===== src/rtl/mac_pkg.sv =====
// Shared definitions for the MAC feeder and the parallel MAC.
// Holds the feeder state enum, sizing helpers and the default lane/vector sizes.
package mac_pkg;

  localparam int DEFAULT_PARALLEL = 1;
  localparam int DEFAULT_VEC_LEN  = 25;

  typedef enum logic [1:0] {
    IDLE      = 2'd0,
    START     = 2'd1,
    STREAM    = 2'd2,
    WAIT_DONE = 2'd3
  } feeder_state_e;

  // Number of beats needed to carry num elements over den lanes.
  function automatic int ceil_div(input int num, input int den);
    return (num + den - 1) / den;
  endfunction

  // Index width for a count of n items, never narrower than one bit.
  function automatic int idx_bits(input int n);
    return (n > 1) ? $clog2(n) : 1;
  endfunction

endpackage


===== src/rtl/mac_feeder_bank.sv =====
// One vector buffer: VEC_LEN 16-bit entries {a, b}, written one pair at a time
// and read as a PARALLEL-lane beat. Lanes past the end of the vector read as zero.
module mac_feeder_bank
  import mac_pkg::*;
#(
  parameter int PARALLEL = DEFAULT_PARALLEL,
  parameter int VEC_LEN  = DEFAULT_VEC_LEN,
  localparam int BEATS   = ceil_div(VEC_LEN, PARALLEL),
  localparam int AW      = idx_bits(VEC_LEN),
  localparam int BW      = idx_bits(BEATS)
) (
  input  logic                    clk,
  input  logic                    wr_en,
  input  logic [AW-1:0]           wr_addr,
  input  logic [7:0]              wr_a,
  input  logic [7:0]              wr_b,
  input  logic [BW-1:0]           rd_beat,
  output logic [PARALLEL*8-1:0]   rd_a,
  output logic [PARALLEL*8-1:0]   rd_b
);

  logic [15:0] mem [VEC_LEN];
  int          elem;

  // Store the accepted operand pair; no reset, a bank is only read once marked full.
  always_ff @(posedge clk) begin
    if (wr_en) begin
      mem[wr_addr] <= {wr_a, wr_b};
    end
  end

  // Gather the lanes of the requested beat, padding past the vector end with zero.
  always_comb begin
    rd_a = '0;
    rd_b = '0;
    elem = 0;
    for (int j = 0; j < PARALLEL; j++) begin
      elem = int'(rd_beat) * PARALLEL + j;
      if (elem < VEC_LEN) begin
        rd_a[8*j +: 8] = mem[elem][15:8];
        rd_b[8*j +: 8] = mem[elem][7:0];
      end
    end
  end

endmodule


===== src/rtl/mac_feeder.sv =====
// Operand feeder for the parallel MAC: buffers a vector of VEC_LEN byte pairs,
// pulses mac_start, streams BEATS beats of PARALLEL lanes, then waits for mac_done.
// Define MAC_FEEDER_PINGPONG_EN for two banks so loading overlaps streaming.
module mac_feeder
  import mac_pkg::*;
#(
  parameter int PARALLEL = DEFAULT_PARALLEL,
  parameter int VEC_LEN  = DEFAULT_VEC_LEN
) (
  input  logic                  clk,
  input  logic                  rst,
  input  logic                  wr_valid,
  output logic                  wr_ready,
  input  logic [7:0]            wr_a,
  input  logic [7:0]            wr_b,
  output logic                  mac_start,
  output logic [PARALLEL*8-1:0] mac_din_a,
  output logic [PARALLEL*8-1:0] mac_din_b,
  input  logic                  mac_done,
  output logic                  busy,
  output logic [15:0]           vec_cnt
);

  localparam int BEATS = ceil_div(VEC_LEN, PARALLEL);
  localparam int AW    = idx_bits(VEC_LEN);
  localparam int BW    = idx_bits(BEATS);

  feeder_state_e         state_q, state_d;
  logic [AW-1:0]         wr_ptr_q;
  logic [BW-1:0]         beat_q;
  logic [15:0]           vec_cnt_q;
  logic                  fill_full, stream_full;
  logic                  wr_fire, last_pair, bank_release;
  logic [PARALLEL*8-1:0] rd_a, rd_b;

  assign wr_ready     = !fill_full;
  assign wr_fire      = wr_valid && wr_ready;
  assign last_pair    = wr_fire && (wr_ptr_q == AW'(VEC_LEN - 1));
  assign bank_release = (state_q == WAIT_DONE) && mac_done;
  assign busy         = (state_q != IDLE);
  assign vec_cnt      = vec_cnt_q;

  // Write pointer walks the fill bank and wraps after the last pair of a vector.
  always_ff @(posedge clk) begin
    if (rst) begin
      wr_ptr_q <= '0;
    end else if (last_pair) begin
      wr_ptr_q <= '0;
    end else if (wr_fire) begin
      wr_ptr_q <= wr_ptr_q + AW'(1);
    end
  end

`ifdef MAC_FEEDER_PINGPONG_EN
  logic [1:0]            full_q;
  logic                  fill_sel, stream_sel;
  logic [PARALLEL*8-1:0] rd_a0, rd_b0, rd_a1, rd_b1;

  assign fill_full   = full_q[fill_sel];
  assign stream_full = full_q[stream_sel];
  assign rd_a        = stream_sel ? rd_a1 : rd_a0;
  assign rd_b        = stream_sel ? rd_b1 : rd_b0;

  // Fill completes a bank and hands over to the other; release frees the streamed bank.
  always_ff @(posedge clk) begin
    if (rst) begin
      full_q     <= '0;
      fill_sel   <= 1'b0;
      stream_sel <= 1'b0;
    end else begin
      if (last_pair) begin
        full_q[fill_sel] <= 1'b1;
        fill_sel         <= !fill_sel;
      end
      if (bank_release) begin
        full_q[stream_sel] <= 1'b0;
        stream_sel         <= !stream_sel;
      end
    end
  end

  mac_feeder_bank #(.PARALLEL(PARALLEL), .VEC_LEN(VEC_LEN)) u_bank0 (
    .clk     (clk),
    .wr_en   (wr_fire && !fill_sel),
    .wr_addr (wr_ptr_q),
    .wr_a    (wr_a),
    .wr_b    (wr_b),
    .rd_beat (beat_q),
    .rd_a    (rd_a0),
    .rd_b    (rd_b0)
  );

  mac_feeder_bank #(.PARALLEL(PARALLEL), .VEC_LEN(VEC_LEN)) u_bank1 (
    .clk     (clk),
    .wr_en   (wr_fire && fill_sel),
    .wr_addr (wr_ptr_q),
    .wr_a    (wr_a),
    .wr_b    (wr_b),
    .rd_beat (beat_q),
    .rd_a    (rd_a1),
    .rd_b    (rd_b1)
  );
`else
  logic full_q;

  assign fill_full   = full_q;
  assign stream_full = full_q;

  // The single bank is full from its last pair until the MAC releases it.
  always_ff @(posedge clk) begin
    if (rst) begin
      full_q <= 1'b0;
    end else if (last_pair) begin
      full_q <= 1'b1;
    end else if (bank_release) begin
      full_q <= 1'b0;
    end
  end

  mac_feeder_bank #(.PARALLEL(PARALLEL), .VEC_LEN(VEC_LEN)) u_bank0 (
    .clk     (clk),
    .wr_en   (wr_fire),
    .wr_addr (wr_ptr_q),
    .wr_a    (wr_a),
    .wr_b    (wr_b),
    .rd_beat (beat_q),
    .rd_a    (rd_a),
    .rd_b    (rd_b)
  );
`endif

  // State register, beat counter, registered start pulse and completed-vector count.
  always_ff @(posedge clk) begin
    if (rst) begin
      state_q   <= IDLE;
      beat_q    <= '0;
      mac_start <= 1'b0;
      vec_cnt_q <= '0;
    end else begin
      state_q   <= state_d;
      mac_start <= (state_d == START);
      if (state_q == STREAM) begin
        beat_q <= beat_q + BW'(1);
      end else begin
        beat_q <= '0;
      end
      if (bank_release) begin
        vec_cnt_q <= vec_cnt_q + 16'd1;
      end
    end
  end

  // Next-state decode; beat data reaches the MAC only while streaming.
  always_comb begin
    state_d   = state_q;
    mac_din_a = '0;
    mac_din_b = '0;
    case (state_q)
      IDLE: begin
        if (stream_full) begin
          state_d = START;
        end
      end
      START: begin
        state_d = STREAM;
      end
      STREAM: begin
        mac_din_a = rd_a;
        mac_din_b = rd_b;
        if (beat_q == BW'(BEATS - 1)) begin
          state_d = WAIT_DONE;
        end
      end
      WAIT_DONE: begin
        if (mac_done) begin
          state_d = IDLE;
        end
      end
      default: begin
        state_d = IDLE;
      end
    endcase
  end

endmodule


===== config.mk =====
export PLATFORM = sky130hd
export DESIGN_NAME = mac_feeder
export DESIGN_NICKNAME = d
export VERILOG_FILES = /design/src/rtl/mac_pkg.sv /design/src/rtl/mac_feeder_bank.sv /design/src/rtl/mac_feeder.sv
export SDC_FILE = /design/constraint.sdc
export NUM_CORES = 1
export LEC_CHECK = 0
export ABC_AREA = 1
export ABC_CLOCK_PERIOD_IN_PS = 4700
export CORE_ASPECT_RATIO = 0.7
export CORE_MARGIN = 5
export CORE_UTILIZATION = 55
export CTS_CLUSTER_DIAMETER = 60
export CTS_CLUSTER_SIZE = 30
export DETAILED_ROUTE_END_ITERATION = 10
export PLACE_DENSITY = 0.69
export SETUP_SLACK_MARGIN = 0.02
export SLEW_MARGIN = 20
export SYNTH_ARGS = -nofsm -noshare
export SYNTH_HDL_FRONTEND = slang
export SYNTH_SLANG_ARGS = --single-unit

===== constraint.sdc =====
create_clock -name clk -period 4.7 [get_ports clk]
set_input_delay 0.94 -clock clk [delete_from_list [all_inputs] [get_ports clk]]
set_output_delay 0.94 -clock clk [all_outputs]
set_load 0.1 [all_outputs]

==> results.sh, run 1 <==
export IMPL_outcome="finished clean"
export IMPL_crit_required_ns=3.76
export IMPL_grt_busiest_layer="met2"
export IMPL_chipHeight_um=165
export IMPL_rsz0062_at_grt="false"
export IMPL_fp_dieArea_mm2=0.0381
export IMPL_p_clk_share_pct=36.9
export IMPL_port_buffers=54
export IMPL_comb_power_share_pct=2.1
export IMPL_layout_drive_gt1_share_pct=7.40
export IMPL_endpoint_kind="output pin"
export IMPL_antenna_left=0
export IMPL_layout_setup_ws_ns=0.501
export IMPL_ys_types=28
export IMPL_seq_area_frac_synth_pct=67.0
export IMPL_dr_total_vias=12837
export IMPL_arrival_ns=3.26
export IMPL_ys_top_cells_by_area="edfxtp_1 (64%), nand2_1 (12%), nand3_1 (7.0%)"
export IMPL_grt_pass1_wl_mm=70.2
export IMPL_powerDensity_mw_per_mm2=329
export IMPL_final_cell_mix="nand2_1 (615), edfxtp_1 (400), inv_1 (346)"
export IMPL_final_common_cell="nand2_1"
export IMPL_path_class="flop to output pin"
export IMPL_ys_async_sr_fraction_pct=0
export IMPL_cts_max_level=1
export IMPL_yosysTopAreaCell="edfxtp_1"
export IMPL_avgSynthCellArea_um2=9.90
export IMPL_num_rows=56
export IMPL_ir_worst_vdd_mv=0.258
export IMPL_netlist_instances=1901
export IMPL_crit_path_start_kind="flop"
export IMPL_num_antenna_cells=0
export IMPL_switching_share_pct=22.2
export IMPL_die_w_um=231
export IMPL_grt_max_degree=100
export IMPL_setup_viol=0
export IMPL_cts_resized=0
export IMPL_slew_headroom_pct=29.1
export IMPL_hold_viol=0
export IMPL_grt_use_met2_pct=37.4
export IMPL_ctsHoldBuffers=0
export IMPL_area_delta_synth_final_pct=11.3
export IMPL_clock_skew_ns=0.0282
export IMPL_worstPathMaxFanout=51
export IMPL_wire_per_inst_um=18.7
export IMPL_post_place_ws_ns=1.10
export IMPL_power_switching_mw=1.53
export IMPL_drc=0
export IMPL_clk_root_buffer_cell="clkbuf_16"
export IMPL_drv_cap=0
export IMPL_synth_top_flop_cell="edfxtp_1"
export IMPL_grtUsageTotal_pct=23.7
export IMPL_cts_tree="done"
export IMPL_tns_ns=0
export IMPL_use_met3_pct=4.18
export IMPL_clock_path_buffers=3
export IMPL_finalWirelength_mm=44.8
export IMPL_ios=55
export IMPL_synth_top_area_share_pct=63.8
export IMPL_gr_usage_met1_pct=35.5
export IMPL_ys_ff_latch=430
export IMPL_drtPass1Iterations=6
export IMPL_dp_hpwl_mm=26.8
export IMPL_viasPerCell=5.36
export IMPL_p_int_mw=5.36
export IMPL_clock_latency_ns=0.58
export IMPL_gp_congestion=0.846
export IMPL_syn_nets=1928
export IMPL_grt_pass1_vias=12316
export IMPL_max_freq_ghz=0.238
export IMPL_finalCritPeriodShare_pct=89.3
export IMPL_layoutNonFillerInstCount=2395
export IMPL_ys_warn_count=0
export IMPL_clock_sink_count=430
export IMPL_synth_edf_count=400
export IMPL_initial_core_util_pct=56.0
export IMPL_power_leakage_nw=8.71
export IMPL_dp_cells=2349
export IMPL_report_final_slew_viol_count=0
export IMPL_tightest_slew_ns=1.06
export IMPL_cts_inserted_buffers=25
export IMPL_antenna_found_initial=0
export IMPL_seqPwrFrac_pct=61.0
export IMPL_coreArea_mm2=0.0336
export IMPL_clkTransAtPathRegs_ns=0.10
export IMPL_grt_overflow=0
export IMPL_drt_iter0_drc=1313
export IMPL_hold_class="flop to flop"
export IMPL_post_cts_buffers=0
export IMPL_period_minus_slack_ns=4.20
export IMPL_layout_nets=1968
export IMPL_netlist_area_mm2=0.0188
-- metal layers --
metal,part of all wire (%),wire (µm),vias up
li1,-,-,6144
met1,45,20200,6114
met2,45,20100,516
met3,8.1,3650,63
met4,1.9,861,0
met5,0,0,-
-- Yosys cell counts (4+ instances only) --
| master | number |
|---|---|
| buf_1 | 6 |
| buf_4 | 4 |
| buf_2 | 46 |
| or2_2 | 29 |
| nand4_1 | 5 |
| ha_1 | 7 |
| nor2_1 | 50 |
| a21oi_1 | 37 |
| clkbuf_1 | 25 |
| nor3_1 | 9 |
| inv_1 | 346 |
| dfxtp_1 | 30 |
| nand3_1 | 262 |
| edfxtp_1 | 400 |
| nand2_1 | 615 |
| o21ai_0 | 7 |
-- flip-flops by register name, indices dropped and copies added (netlist names) --
register,count
u_bank0.mem,400
vec_cnt,16
beat_q,5
wr_ptr_q,5
state_q,2
fill_full,1
mac_start,1
-- cells by family after synthesis --
family | count (synthesis) | share of synthesized area (%)
buffers and inverters | 432 | 9.00
and+or+nand+nor | 980 | 22.0
AOI/OAI and AO/OA | 52 | 1.48
DFF | 430 | 67.0
adders and majority gates | 7 | 0.465
-- critical path: stages, from the launching register on --
cell,delay [ns]
dfxtp_4,0.72
inv_4,0.35
buf_12,0.28
buf_4,0.20
nand2_1,0.06
nand3_1,0.06
nand2_1,0.11
nand2_1,0.06
nand2_1,0.09
inv_1,0.04
nand2_1,0.07
nand2_1,0.06
a21oi_1,0.33
buf_12,0.22
-- worst paths after layout --
kind | startpoint | endpoint | slack, ns | depth (start not counted)
worst max register to register | beat_q[2] | beat_q[3] | 2.58 | 5
worst min register to register | vec_cnt[8] | vec_cnt[8] | 0.49 | 2
worst max-delay path | beat_q[0] | mac_din_b[2] | 0.50 | 13
worst min-delay path | vec_cnt[8] | vec_cnt[8] | 0.49 | 2
-- power groups by stage --
stage	combinational, mW	clock (mW)	sequential, mW
after floorplan	0.0474	0	4.29
after global placement	0.145	0	4.29
after detailed placement	0.150	0	4.29
after CTS	0.151	2.57	4.20
after global routing	0.164	2.72	4.21
final	0.148	2.54	4.20
-- area by class of cell --
| cell class | instances | area, µm² |
|---|---|---|
| fill | 2650 | 12700 |
| clock buffer | 27 | 633 |
| sequential | 430 | 12600 |
| clock inverter | 19 | 253 |
| multi-input combinational | 1039 | 4520 |
| tap | 435 | 544 |
| timing repair buffer | 94 | 1050 |
| inverter | 351 | 1320 |
-- per-stage QoR --
step                      util, %  area (µm²)  total power [mW]  hold slack (ns)
after floorplan                 -       18800              4.34            0.453
after global placement       59.7       20100              4.44            0.447
after detailed placement     59.7       20100              4.44            0.463
after CTS                    62.3       21000              6.93            0.486
after global routing         62.3       20900              7.10            0.521
final                        62.3       20900              6.89            0.489
No activity file was read; power rests on OpenSTA's default activity.
==> inputs of run 2 (changes only) <==
- RECOVER_POWER: unset -> 25
- SKIP_CTS_REPAIR_TIMING: unset -> 1
==> run 2 against run 1 <==
Effect of this change:
- global-route usage did not move
- hold slack improved by 0.0047 ns
- clock power barely moved
- final cell count did not move
- critical path type unchanged
- highest routed layer unchanged
==> results.sh, run 2 (same netlist as run 1, synthesis figures left out) <==
export IMPL_final_cell_mix="nand2_1 (615), edfxtp_1 (400), inv_1 (347)"
export IMPL_layout_nets=1968
export IMPL_setup_viol=0
export IMPL_period_minus_slack_ns=4.20
export IMPL_ir_worst_vdd_mv=0.260
export IMPL_rsz0062_at_grt="false"
export IMPL_max_freq_ghz=0.238
export IMPL_clock_latency_ns=0.59
export IMPL_holdPathStages=2
export IMPL_rrSetupSlack_ns=2.59
export IMPL_layout_drive_gt1_share_pct=7.14
export IMPL_hold_path_end="vec_cnt[8]"
export IMPL_whs_ns=0.493
export IMPL_powerDensity_mw_per_mm2=330
export IMPL_grt_pass1_wl_mm=70.2
export IMPL_drv_cap=0
export IMPL_endpoint_kind="output pin"
export IMPL_worstPathMaxFanout=51
export IMPL_wire_per_inst_um=18.7
export IMPL_crit_path_start_kind="flop"
export IMPL_dr_total_vias=12842
export IMPL_hold_path_startpoint="vec_cnt[8]"
export IMPL_num_antenna_cells=0
export IMPL_clock_skew_ns=0.0295
export IMPL_cts_inserted_buffers=25
export IMPL_tightest_slew_ns=1.39
export IMPL_viasPerCell=5.36
export IMPL_startpoint="beat_q[0]"
export IMPL_clkTransAtPathRegs_ns=0.10
export IMPL_hold_viol=0
export IMPL_finalPower_mw=6.90
export IMPL_clock_path_buffers=3
export IMPL_grt_pass1_vias=12316
export IMPL_hold_class="flop to flop"
export IMPL_timing_rr_end="beat_q[3]"
export IMPL_initial_core_util_pct=56.0
export IMPL_largest_reg_flops=400
export IMPL_crit_required_ns=3.76
export IMPL_outcome="finished clean"
export IMPL_largest_register="u_bank0.mem"
export IMPL_antenna_left=0
export IMPL_fp_dieArea_mm2=0.0381
export IMPL_grtUsageTotal_pct=23.7
export IMPL_path_class="flop to output pin"
export IMPL_grt_overflow=0
export IMPL_gp_congestion=0.846
export IMPL_antenna_found_initial=0
export IMPL_timing_rr_start="beat_q[2]"
export IMPL_cts_max_level=1
export IMPL_finalCritPeriodShare_pct=89.3
export IMPL_area_delta_synth_final_pct=11.1
export IMPL_chipHeight_um=165
export IMPL_report_final_slew_viol_count=0
export IMPL_die_w_um=231
export IMPL_final_common_cell="nand2_1"
export IMPL_finalWirelength_mm=44.9
export IMPL_ios=55
export IMPL_clk_root_buffer_cell="clkbuf_16"
export IMPL_cts_tree="done"
export IMPL_drtPass1Iterations=5
export IMPL_grt_max_degree=100
export IMPL_arrival_ns=3.26
export IMPL_coreArea_mm2=0.0336
export IMPL_tns_ns=0
export IMPL_slew_headroom_pct=7.48
export IMPL_dp_hpwl_mm=26.8
export IMPL_num_rows=56
export IMPL_clock_sink_count=430
export IMPL_drt_iter0_drc=1367
export IMPL_port_buffers=54
export IMPL_reg2reg_depth=5
export IMPL_power_leakage_nw=8.71
export IMPL_drc=0
run 2: changes by cell type in the layout (fill, tap and decap cells not counted), sizes merged:
cell / change
dlygate4sd3: +11
clkdlybuf4s50: -11
buf: -2
clkbuf: +2
run 2: worst max-delay path by stage:
| stage | slack (ns) | cells after the start | end |
|---|---|---|---|
| finish | 0.50 | 13 | mac_din_b[2] |
| global route | 0.24 | 13 | mac_din_b[2] |
| CTS | 0.48 | 13 | mac_din_b[2] |
| detailed placement | 1.10 | 13 | mac_din_b[2] |
| global placement | 1.14 | 13 | mac_din_b[2] |
| floorplan | 1.13 | 10 | mac_din_a[0] |
run 2: area by class of cell:
cell class	count	area [µm²]
clock buffers	27	633
clock inverters	19	253
fillers	2650	12700
inverters	351	1320
multi-input cells	1039	4500
flip-flops and latches	430	12600
well taps	435	544
repair buffers	94	1050
run 2: worst max-delay path: stages (launching register included):
cell and delay [ns]:
dfxtp_4 0.73, inv_4 0.35, buf_12 0.28, buf_4 0.20, nand2_1 0.06, nand3_1 0.06
nand2_1 0.10, nand2_1 0.06, nand2_1 0.09, inv_1 0.04, nand2_1 0.07, nand2_1 0.06
a21oi_1 0.32, buf_12 0.22
run 2: power breakdown:
part	leakage (nW)	internal, mW	total [mW]	switching (mW)
Clock	0.423	1.13	2.55	1.41
Combinational	4.44	0.0311	0.146	0.115
Sequential	3.85	4.20	4.20	0.00604
Total	8.71	5.36	6.90	1.53
run 2: per-stage QoR:
stage | setup WS [ns] | util [%] | std cells | cell area [µm²]
after floorplan | 1.13 | - | 1901 | 18800
after global placement | 1.14 | 59.7 | 2349 | 20100
after detailed placement | 1.10 | 59.7 | 2349 | 20100
after CTS | 0.484 | 62.3 | 2395 | 21000
after global routing | 0.242 | 62.2 | 2395 | 20900
final | 0.501 | 62.2 | 2395 | 20900
run 2: routing by layer:
layer / wire (µm) / vias to the layer above / global-route usage, % / share of wire, %
met5: 0 / - / 0 / 0
met4: 901 / 0 / 4.56 / 2.0
met3: 3790 / 64 / 4.18 / 8.5
met2: 20200 / 507 / 37.4 / 45
met1: 20000 / 6127 / 35.5 / 45
li1: - / 6144 / - / -
